File: src/rtl/bch_pkg.sv
// Shared BCH definitions: FSM state encoding and generator polynomials.
// Pure declarations; no timing or flow-control behaviour.
package bch_pkg;

    typedef enum logic {
        ST_MSG = 1'b0,
        ST_PAR = 1'b1
    } bch_state_e;

    localparam logic [8:0]  GEN_POLY_15_7 = 9'h1D1;
    localparam logic [10:0] GEN_POLY_15_5 = 11'h537;
    // Production code: x^16 + x^5 + x^3 + x^2 + 1, 16 parity bits.
    localparam logic [16:0] GEN_POLY_PROD = 17'h1_002D;

endpackage

File: src/rtl/bch_enc_par_lfsr_step.sv
// PARALLELISM unrolled LFSR division steps on the remainder, MSB of dat_in first.
// Purely combinational: zero latency, no flow control.
module bch_lfsr_step #(
    parameter int                   PARALLELISM = 16,
    parameter int                   PARITY_BITS = 16,
    parameter logic [PARITY_BITS:0] GEN_POLY    = bch_pkg::GEN_POLY_PROD
) (
    input  logic [PARITY_BITS-1:0] rem_in,
    input  logic [PARALLELISM-1:0] dat_in,
    output logic [PARITY_BITS-1:0] rem_out
);

    logic [PARITY_BITS-1:0] r;
    logic                   fb;

    always_comb begin
        r  = rem_in;
        fb = 1'b0;
        for (int i = PARALLELISM - 1; i >= 0; i--) begin
            fb = dat_in[i] ^ r[PARITY_BITS-1];
            r  = {r[PARITY_BITS-2:0], 1'b0} ^ (fb ? GEN_POLY[PARITY_BITS-1:0] : '0);
        end
        rem_out = r;
    end

endmodule

File: src/rtl/bch_enc_par.sv
// Systematic parallel BCH encoder: message beats pass through, then parity; 1-cycle latency.
// Single output register stalls on !out_ready; in_ready is low while parity drains.
module bch_enc_par
    import bch_pkg::*;
#(
    parameter int                   PARALLELISM = 16,
    parameter int                   MSG_BITS    = 1008,
    parameter int                   PARITY_BITS = 16,
    parameter logic [PARITY_BITS:0] GEN_POLY    = GEN_POLY_PROD
) (
    input  logic                   clk,
    input  logic                   rstn,
    input  logic                   in_valid,
    output logic                   in_ready,
    input  logic [PARALLELISM-1:0] in_data,
    output logic                   out_valid,
    input  logic                   out_ready,
    output logic [PARALLELISM-1:0] out_data,
    output logic                   out_parity,
    output logic                   out_last
);

    localparam int MSG_BEATS = MSG_BITS / PARALLELISM;
    localparam int PAR_BEATS = PARITY_BITS / PARALLELISM;
    localparam int CNT_W     = (MSG_BEATS > 1) ? $clog2(MSG_BEATS) : 1;
    localparam int PCNT_W    = $clog2(PAR_BEATS + 1);

    bch_state_e             state_q, state_d;
    logic [PARITY_BITS-1:0] rem_q, rem_d, rem_step;
    logic [CNT_W-1:0]       cnt_q, cnt_d;
    logic [PCNT_W-1:0]      pcnt_q, pcnt_d;
    logic                   out_valid_q, out_valid_d;
    logic [PARALLELISM-1:0] out_data_q, out_data_d;
    logic                   out_parity_q, out_parity_d;
    logic                   out_last_q, out_last_d;

    logic out_hs;
    logic out_free;
    logic in_acc;

    bch_lfsr_step #(
        .PARALLELISM (PARALLELISM),
        .PARITY_BITS (PARITY_BITS),
        .GEN_POLY    (GEN_POLY)
    ) u_step (
        .rem_in  (rem_q),
        .dat_in  (in_data),
        .rem_out (rem_step)
    );

    assign out_hs   = out_valid_q && out_ready;
    assign out_free = !out_valid_q || out_ready;
    assign in_ready = (state_q == ST_MSG) && out_free;
    assign in_acc   = in_valid && in_ready;

    always_comb begin
        state_d      = state_q;
        rem_d        = rem_q;
        cnt_d        = cnt_q;
        pcnt_d       = pcnt_q;
        out_valid_d  = out_valid_q;
        out_data_d   = out_data_q;
        out_parity_d = out_parity_q;
        out_last_d   = out_last_q;

        if (out_hs) begin
            out_valid_d = 1'b0;
        end

        case (state_q)
            ST_MSG: begin
                if (in_acc) begin
                    out_data_d   = in_data;
                    out_valid_d  = 1'b1;
                    out_parity_d = 1'b0;
                    out_last_d   = 1'b0;
                    rem_d        = rem_step;
                    if (cnt_q == CNT_W'(MSG_BEATS - 1)) begin
                        cnt_d   = '0;
                        state_d = ST_PAR;
                    end else begin
                        cnt_d = cnt_q + CNT_W'(1);
                    end
                end
            end
            ST_PAR: begin
                if (out_hs && out_last_q) begin
                    state_d      = ST_MSG;
                    rem_d        = '0;
                    cnt_d        = '0;
                    pcnt_d       = '0;
                    out_parity_d = 1'b0;
                    out_last_d   = 1'b0;
                end else if (out_free && (pcnt_q != PCNT_W'(PAR_BEATS))) begin
                    // The remainder is shifted as each parity beat enters the output register.
                    out_data_d   = rem_q[PARITY_BITS-1 -: PARALLELISM];
                    out_valid_d  = 1'b1;
                    out_parity_d = 1'b1;
                    out_last_d   = (pcnt_q == PCNT_W'(PAR_BEATS - 1));
                    rem_d        = rem_q << PARALLELISM;
                    pcnt_d       = pcnt_q + PCNT_W'(1);
                end
            end
            default: state_d = ST_MSG;
        endcase
    end

    always_ff @(posedge clk or negedge rstn) begin
        if (!rstn) begin
            state_q      <= ST_MSG;
            rem_q        <= '0;
            cnt_q        <= '0;
            pcnt_q       <= '0;
            out_valid_q  <= 1'b0;
            out_data_q   <= '0;
            out_parity_q <= 1'b0;
            out_last_q   <= 1'b0;
        end else begin
            state_q      <= state_d;
            rem_q        <= rem_d;
            cnt_q        <= cnt_d;
            pcnt_q       <= pcnt_d;
            out_valid_q  <= out_valid_d;
            out_data_q   <= out_data_d;
            out_parity_q <= out_parity_d;
            out_last_q   <= out_last_d;
        end
    end

    assign out_valid  = out_valid_q;
    assign out_data   = out_data_q;
    assign out_parity = out_parity_q;
    assign out_last   = out_last_q;

endmodule

File: config.mk
export PLATFORM = sky130hd
export DESIGN_NAME = bch_enc_par
export DESIGN_NICKNAME = d
export VERILOG_FILES = /design/src/rtl/bch_pkg.sv /design/src/rtl/bch_enc_par_lfsr_step.sv /design/src/rtl/bch_enc_par.sv
export SDC_FILE = /design/constraint.sdc
export NUM_CORES = 1
export LEC_CHECK = 0
export ABC_AREA = 1
export ABC_CLOCK_PERIOD_IN_PS = 1510
export CORE_UTILIZATION = 57
export CTS_BUF_LIST = sky130_fd_sc_hd__clkbuf_2
export DETAILED_ROUTE_END_ITERATION = 10
export HOLD_SLACK_MARGIN = 0.12
export PLACE_DENSITY = 0.82
export SLEW_MARGIN = 0
export SYNTH_ARGS = -nofsm -noshare
export SYNTH_HDL_FRONTEND = slang
export SYNTH_HIERARCHICAL = 1
export SYNTH_SLANG_ARGS = --single-unit
File: constraint.sdc
create_clock -name clk -period 1.51 [get_ports clk]
set_input_delay 0.302 -clock clk [delete_from_list [all_inputs] [get_ports clk]]
set_output_delay 0.302 -clock clk [all_outputs]
set_load 0.02 [all_outputs]
# --- Word-level counts from Yosys, hierarchy flattened ---
# Cells that the tools add are included.
totals:
  regBits: 43
  inputBits: 20
  out_inout_bits: 20
  elab_cells: 108
op_classes:
  addsub: 2
  n_eq_ne: 6
  mux: 46
  bitwise_logic: 34
  reduce_logical: 12
ops:
  columns: ["op", "n"]
  rows:
  - ["XOR 16 bit", 16]
  - ["two-way mux 6 bit", 19]
  - ["two-way mux 16 bit", 6]
  - ["one-hot mux 16 bit (2 select lines)", 2]
  - ["XOR 1 bit", 16]
  - ["two-way mux 1 bit", 14]
  - ["one-hot mux 6 bit (2 select lines)", 1]
  - ["one-hot mux 1 bit (2 select lines)", 4]
  - ["adder 6 x 1 -> 6 bit, second input constant", 1]
  - ["== test 6 bit, second input constant", 1]
  - ["AND reduction 2 bit", 3]
  - ["logical AND 1 bit", 5]
  - ["inequality test 2 x 1 -> 1 bit, second input constant", 2]
  - ["inequality test 2 bit, second input constant", 2]
  - ["inequality test 3 x 1 -> 1 bit, second input constant", 1]
  - ["AND reduction 3 bit", 1]
  - ["NOT 1 bit", 2]
  - ["nonzero test 2 bit", 1]
  - ["adder 1 bit, second input constant", 1]
  - ["zero test 1 bit", 1]
  - ["logical OR 1 bit", 1]

# --- Longest topological paths before layout ---
depth:
  depth_word: 50
  ltp_mapped: 14
  mapped_depth_nobuf: 14

# --- Hierarchy ---
# Netlist, hierarchy kept.
by_module_without_submodules:
  columns: ["mod", "instances", "cells_per_inst", "area_per_inst_um2", "seq_area_each_um2"]
  rows:
  - ["bch_enc_par", 1, 271, 2174.6, 1076.0]
  - ["bch_lfsr_step", 1, 157, 814.5, 0.0]

# --- Worst setup path before layout ---
# Ideal clock, no wire load.
synth_timing:
  path_type: "register -> register"
  startpoint: "reg rem_q[14]"
  endpoint: "reg rem_q[5]"
  setup_time_ns: 0.074
  arrival_ns: 1.298
  required_ns: 1.436
  path_slack_ns: 0.138
  stages_incl_launch_ff: 14
  path_buffers: 0
  period_less_slack_ns: 1.372
  path_cell_list: "dfrtp_1 -> inv_1 -> nand2_1 -> nand2_1 -> nand2_1 -> nand2_2 -> nand2_1 -> nand2_1 -> nand2_1 -> nand2_1 -> nand2_1 -> nand2_1 -> nand2_1 -> o21ai_2"
synth_between:
  elab_chain_len: 22
  elab_cells_between_ends: 24
  cone_classes: "5 x mux; 19 x bitwise"
synth_rtl:
  columns: ["item", "line", "rtl"]
  rows:
  - ["start, declared", "bch_enc_par.sv:29", "logic [PARITY_BITS-1:0] rem_q, rem_d, rem_step;"]
  - ["start signal, assigned", "bch_enc_par.sv:120", "rem_q <= rem_d;"]
  - ["XOR 16 bit *", "bch_enc_par_lfsr_step.sv:21", "r = {r[PARITY_BITS-2:0], 1'b0} ^ (fb ? GEN_POLY[PARITY_BITS-1:0] : '0);"]
  - ["XOR 1 bit *", "bch_enc_par_lfsr_step.sv:20", "fb = dat_in[i] ^ r[PARITY_BITS-1];"]
  - ["two-way mux 6 bit *", "bch_enc_par_lfsr_step.sv:21", null]
  - ["XOR 16 bit * (11 in series)", "bch_enc_par_lfsr_step.sv:21", null]
  - ["XOR 1 bit / XOR 16 bit (equally long branches)", "bch_enc_par_lfsr_step.sv:20, bch_enc_par_lfsr_step.sv:21", null]
  - ["two-way mux 6 bit / XOR 16 bit (equally long branches)", "bch_enc_par_lfsr_step.sv:21", null]
  - ["XOR 16 bit * (4 in series)", "bch_enc_par_lfsr_step.sv:21", null]
  - ["named net rem_step[5]", "bch_enc_par.sv:29", null]
  - ["two-way mux 16 bit *", "bch_enc_par.sv:72", "if (in_acc) begin"]
  - ["one-hot mux 16 bit (2 select lines) *", "bch_enc_par.sv:70", "case (state_q)"]
# The timed path passes the listed nets; every way through them passes the cells marked *. The select of a mux whose other input is x is not followed.
# A chain may end at the register's enable or synchronous reset.

# --- Final worst setup path ---
layout_timing:
  startpoint: "reg rem_q[5]"
  endpoint: "reg rem_q[7]"
layout_between:
  elab_chain_len: 20
layout_rtl:
  columns: ["item", "line"]
  rows:
  - ["XOR 16 bit (10 in series)", "bch_enc_par_lfsr_step.sv:21"]
  - ["XOR 1 bit", "bch_enc_par_lfsr_step.sv:20"]
  - ["two-way mux 6 bit", "bch_enc_par_lfsr_step.sv:21"]
  - ["XOR 16 bit (6 in series)", "bch_enc_par_lfsr_step.sv:21"]
  - ["named net rem_step[7]", "bch_enc_par.sv:29"]
  - ["two-way mux 16 bit", "bch_enc_par.sv:72"]
  - ["one-hot mux 16 bit (2 select lines)", "bch_enc_par.sv:70"]
# The timed path passes the listed nets, and every way through them passes these cells. The select of a mux whose other input is x is not followed.

==> impl_metrics.toml <==
[clocking]
numCtsBuffers = 5
htree_levels = 2
cts_tree = "yes"
clk_pin_slew_ns = 0.27
clkLatencyLatePin_ns = 0.46
cts_root_buf = "clkbuf_2"
cts_buffer_depth = 2
clock-sinks = 43

[status]
violations = "setup timing"
status = "complete, but fails checks"

[yosys]
yosysMostFrequentCell = "nand2_1"
ys_seq_elements = 43
synth_cells = 428
syn_avg_cell_area_sq_um = 6.98
ys_top_cells_by_count = "nand2_1 (211), dfrtp_1 (43), nand3_1 (36), inv_1 (32)"
syn_area_sq_um = 2990
synth_edf_count = 0
synthFlopType = "dfrtp_1"
ys_top_cells_by_area = "dfrtp_1 (36%), nand2_1 (26%), nand3_1 (6.0%), o21ai_2 (4.7%), xor2_1 (4.7%)"
synth_fp_nets = 450
synthArstFlopShare = 1.00
synth_cell_types = 25
yosysSeqAreaShare = 0.360
yosys.area.top_type = "dfrtp_1"
yosys_warnings = 6
synth_top_cell_area_share = 0.360

[layout]
fillers = 268
area_delta_synth_final_pct = 39.1
antenna_cells = 0
nets = 530
fin_util = 0.852
drive_gt1_frac = 0.310
final_area_sq_um = 4160

[setup_path]
end_kind = "register"
start_kind = "register"
crit_type = "register to register"
worstPathArrival_ns = 2.02
path_max_fanout = 4
critPathRequiredTime_ns = 1.90

[timing]
max_freq_mhz = 614
setup_violations = 21
finalCriticalPeriod_ns = 1.63
finalHoldViolCount = 0
max-slew-margin-rel = 0.723
rsz0062_at_grt = "true"
fin_skew_ns = 0.0321
finalSetupTns_ns = -1.11
finalCritPeriodShare = 1.08
layout_setup_ws_ns = -0.119
worstMarginPinSlew_ns = 0.416
finalMaxSlewViolations = 0

[floorplan]
rows = 25
io_pins = 40
die_area_sq_um = 5540
start_util = 0.613
die_h_um = 74.4
core-area_sq_um = 4880
die_x_um = 74.4

[routing]
routed-via-count = 3388
avgViaCountPerCell = 5.88
first_iter_violations = 450
dr.pass1.iters = 6
routed_wl_mm = 10.2
postRouteAntennaNets = 0
wl_per_cell_um = 17.8
drc = 0

[global_route]
grt.total_usage = 0.296
grtUsageMet1 = 0.390
grt_util_met2 = 0.506
grt_max_degree = 35
grt_pass1_wl_mm = 12.6
grt_remaining_overflow = 0
grtUsageMet3 = 0.0407
grt_pass1_vias = 2793
antenna_found_initial = 0
grt.busiest_layer = "met2"

[power_and_ir_drop]
peakVddDrop_mv = 1.53
p_leak_uw = 0.00225
p_per_area_nw_per_um2 = 2110

[hold_path]
hold_class = "input pin to asynchronous set/reset pin"

[placement]
portBuffers = 39
pre_cts_ws_ns = -0.473
dpl_cell_area_sq_um = 3590
dp_hpwl_mm = 5.31
gp_congestion = 0.913

[run]
drv_cap = 0
-- critical path: stages (launching register included) --
cell     delay (ns)
dfrtp_1        0.52
xnor2_4        0.19
xnor2_2        0.25
nand2_1        0.14
nand2_1        0.11
nand2_1        0.06
nand2_1        0.08
nand2_1        0.08
o21ai_2        0.14
-- per-layer routing --
layer / vias up / routed length (um)
met5: - / 0
met4: 0 / 468
met3: 66 / 953
met2: 254 / 5150
met1: 1585 / 3660
li1: 1483 / -
-- worst paths after layout --
kind	start	end	slack (ns)	depth (start not counted)
worst max register to register	rem_q[5]$_DFFE_PN0P_	rem_q[7]$_DFFE_PN0P_	-0.12	8
max in group asynchronous	rstn	rem_q[9]$_DFFE_PN0P_	0.72	3
worst max-delay path	rem_q[5]$_DFFE_PN0P_	rem_q[7]$_DFFE_PN0P_	-0.12	8
min in group clk	out_data[12]$_DFFE_PN0P_	out_data[12]$_DFFE_PN0P_	0.54	2
worst min-delay path	rstn	rem_q[0]$_DFFE_PN0P_	0.25	2
worst min register to register	out_data[12]$_DFFE_PN0P_	out_data[12]$_DFFE_PN0P_	0.54	2
-- cells in the final DEF, fill, tap and decap left out, types with 2 or more instances in the layout --
cell type        Yosys  routed
nand2_4              2      18
buf_4                2      38
inv_2                5      11
a21oi_1              3       3
nand2_1            211     186
xor2_1              16       9
buf_12               0       2
dfrtp_1             43      41
nand4_1              3       3
o21ai_2             16      16
inv_1               32      25
xor2_4               0       2
nand3_2              2       3
dlygate4sd2_1        0       2
nand3_1             36      32
clkdlybuf4s15_1      0      11
clkdlybuf4s50_1      0      18
nand2_2             13      22
buf_6                5       9
xnor2_2              4       7
ha_1                 2       2
o21ai_0              6       6
xnor2_4              0       2
nor2_1               7       6
clkbuf_2             0      10
xnor2_1              8       3
xor2_2               0       5
dfrtp_2              0       2
nand3_4              0       3
-- state kept, by name, summed over array words and instances, names as in the netlist --
register,cells
cnt_q,6
out_data,16
out_last,1
out_parity,1
out_valid,1
pcnt_q,1
rem_q,16
state_q,1
-- power by group --
group	leakage, uW	total (uW)	switching [uW]	internal, uW
logic	0.00168	6060	3530	2540
clock network	0.0000429	723	443	280
registers	0.000531	1990	434	1560
-- final cells by class --
cell class              count  area, sq um  share of cell area
repair buffers             88          800               0.192
inverters                  37          141              0.0340
flip-flops and latches     43         1080               0.259
clock inverters             3         43.8              0.0105
well taps                  67         83.8              0.0202
clock buffers               5         25.0             0.00602
multi-input cells         333         1990               0.478
-- timing repair --
item	CTS	global route
hold buffers	1	0
setup buffers	3	13
gates resized for setup	51	83
endpoints found under the hold margin	43	0
setup endpoints to repair	31	46
pin swaps	19	44
gates cloned	0	2
-- through the flow --
stage | hold slack (ns) | power [uW] | instances
floorplan | 0.00641 | 5250 | 428
global placement | 0.234 | 6390 | 549
detailed placement | 0.235 | 6530 | 549
CTS | 0.279 | 7390 | 561
global route | 0.237 | 9270 | 576
finish | 0.247 | 8780 | 576
-- logic make-up after synthesis --
| group | count (synthesis) | share of synthesized area |
|---|---|---|
| flops | 43 | 0.360 |
| simple gates | 276 | 0.386 |
| compound gates | 27 | 0.0666 |
| fa+ha+maj | 2 | 0.00837 |
| buf+inv | 52 | 0.0871 |
| xor+xnor | 28 | 0.0921 |
No activity file was read; power rests on OpenSTA's default activity.
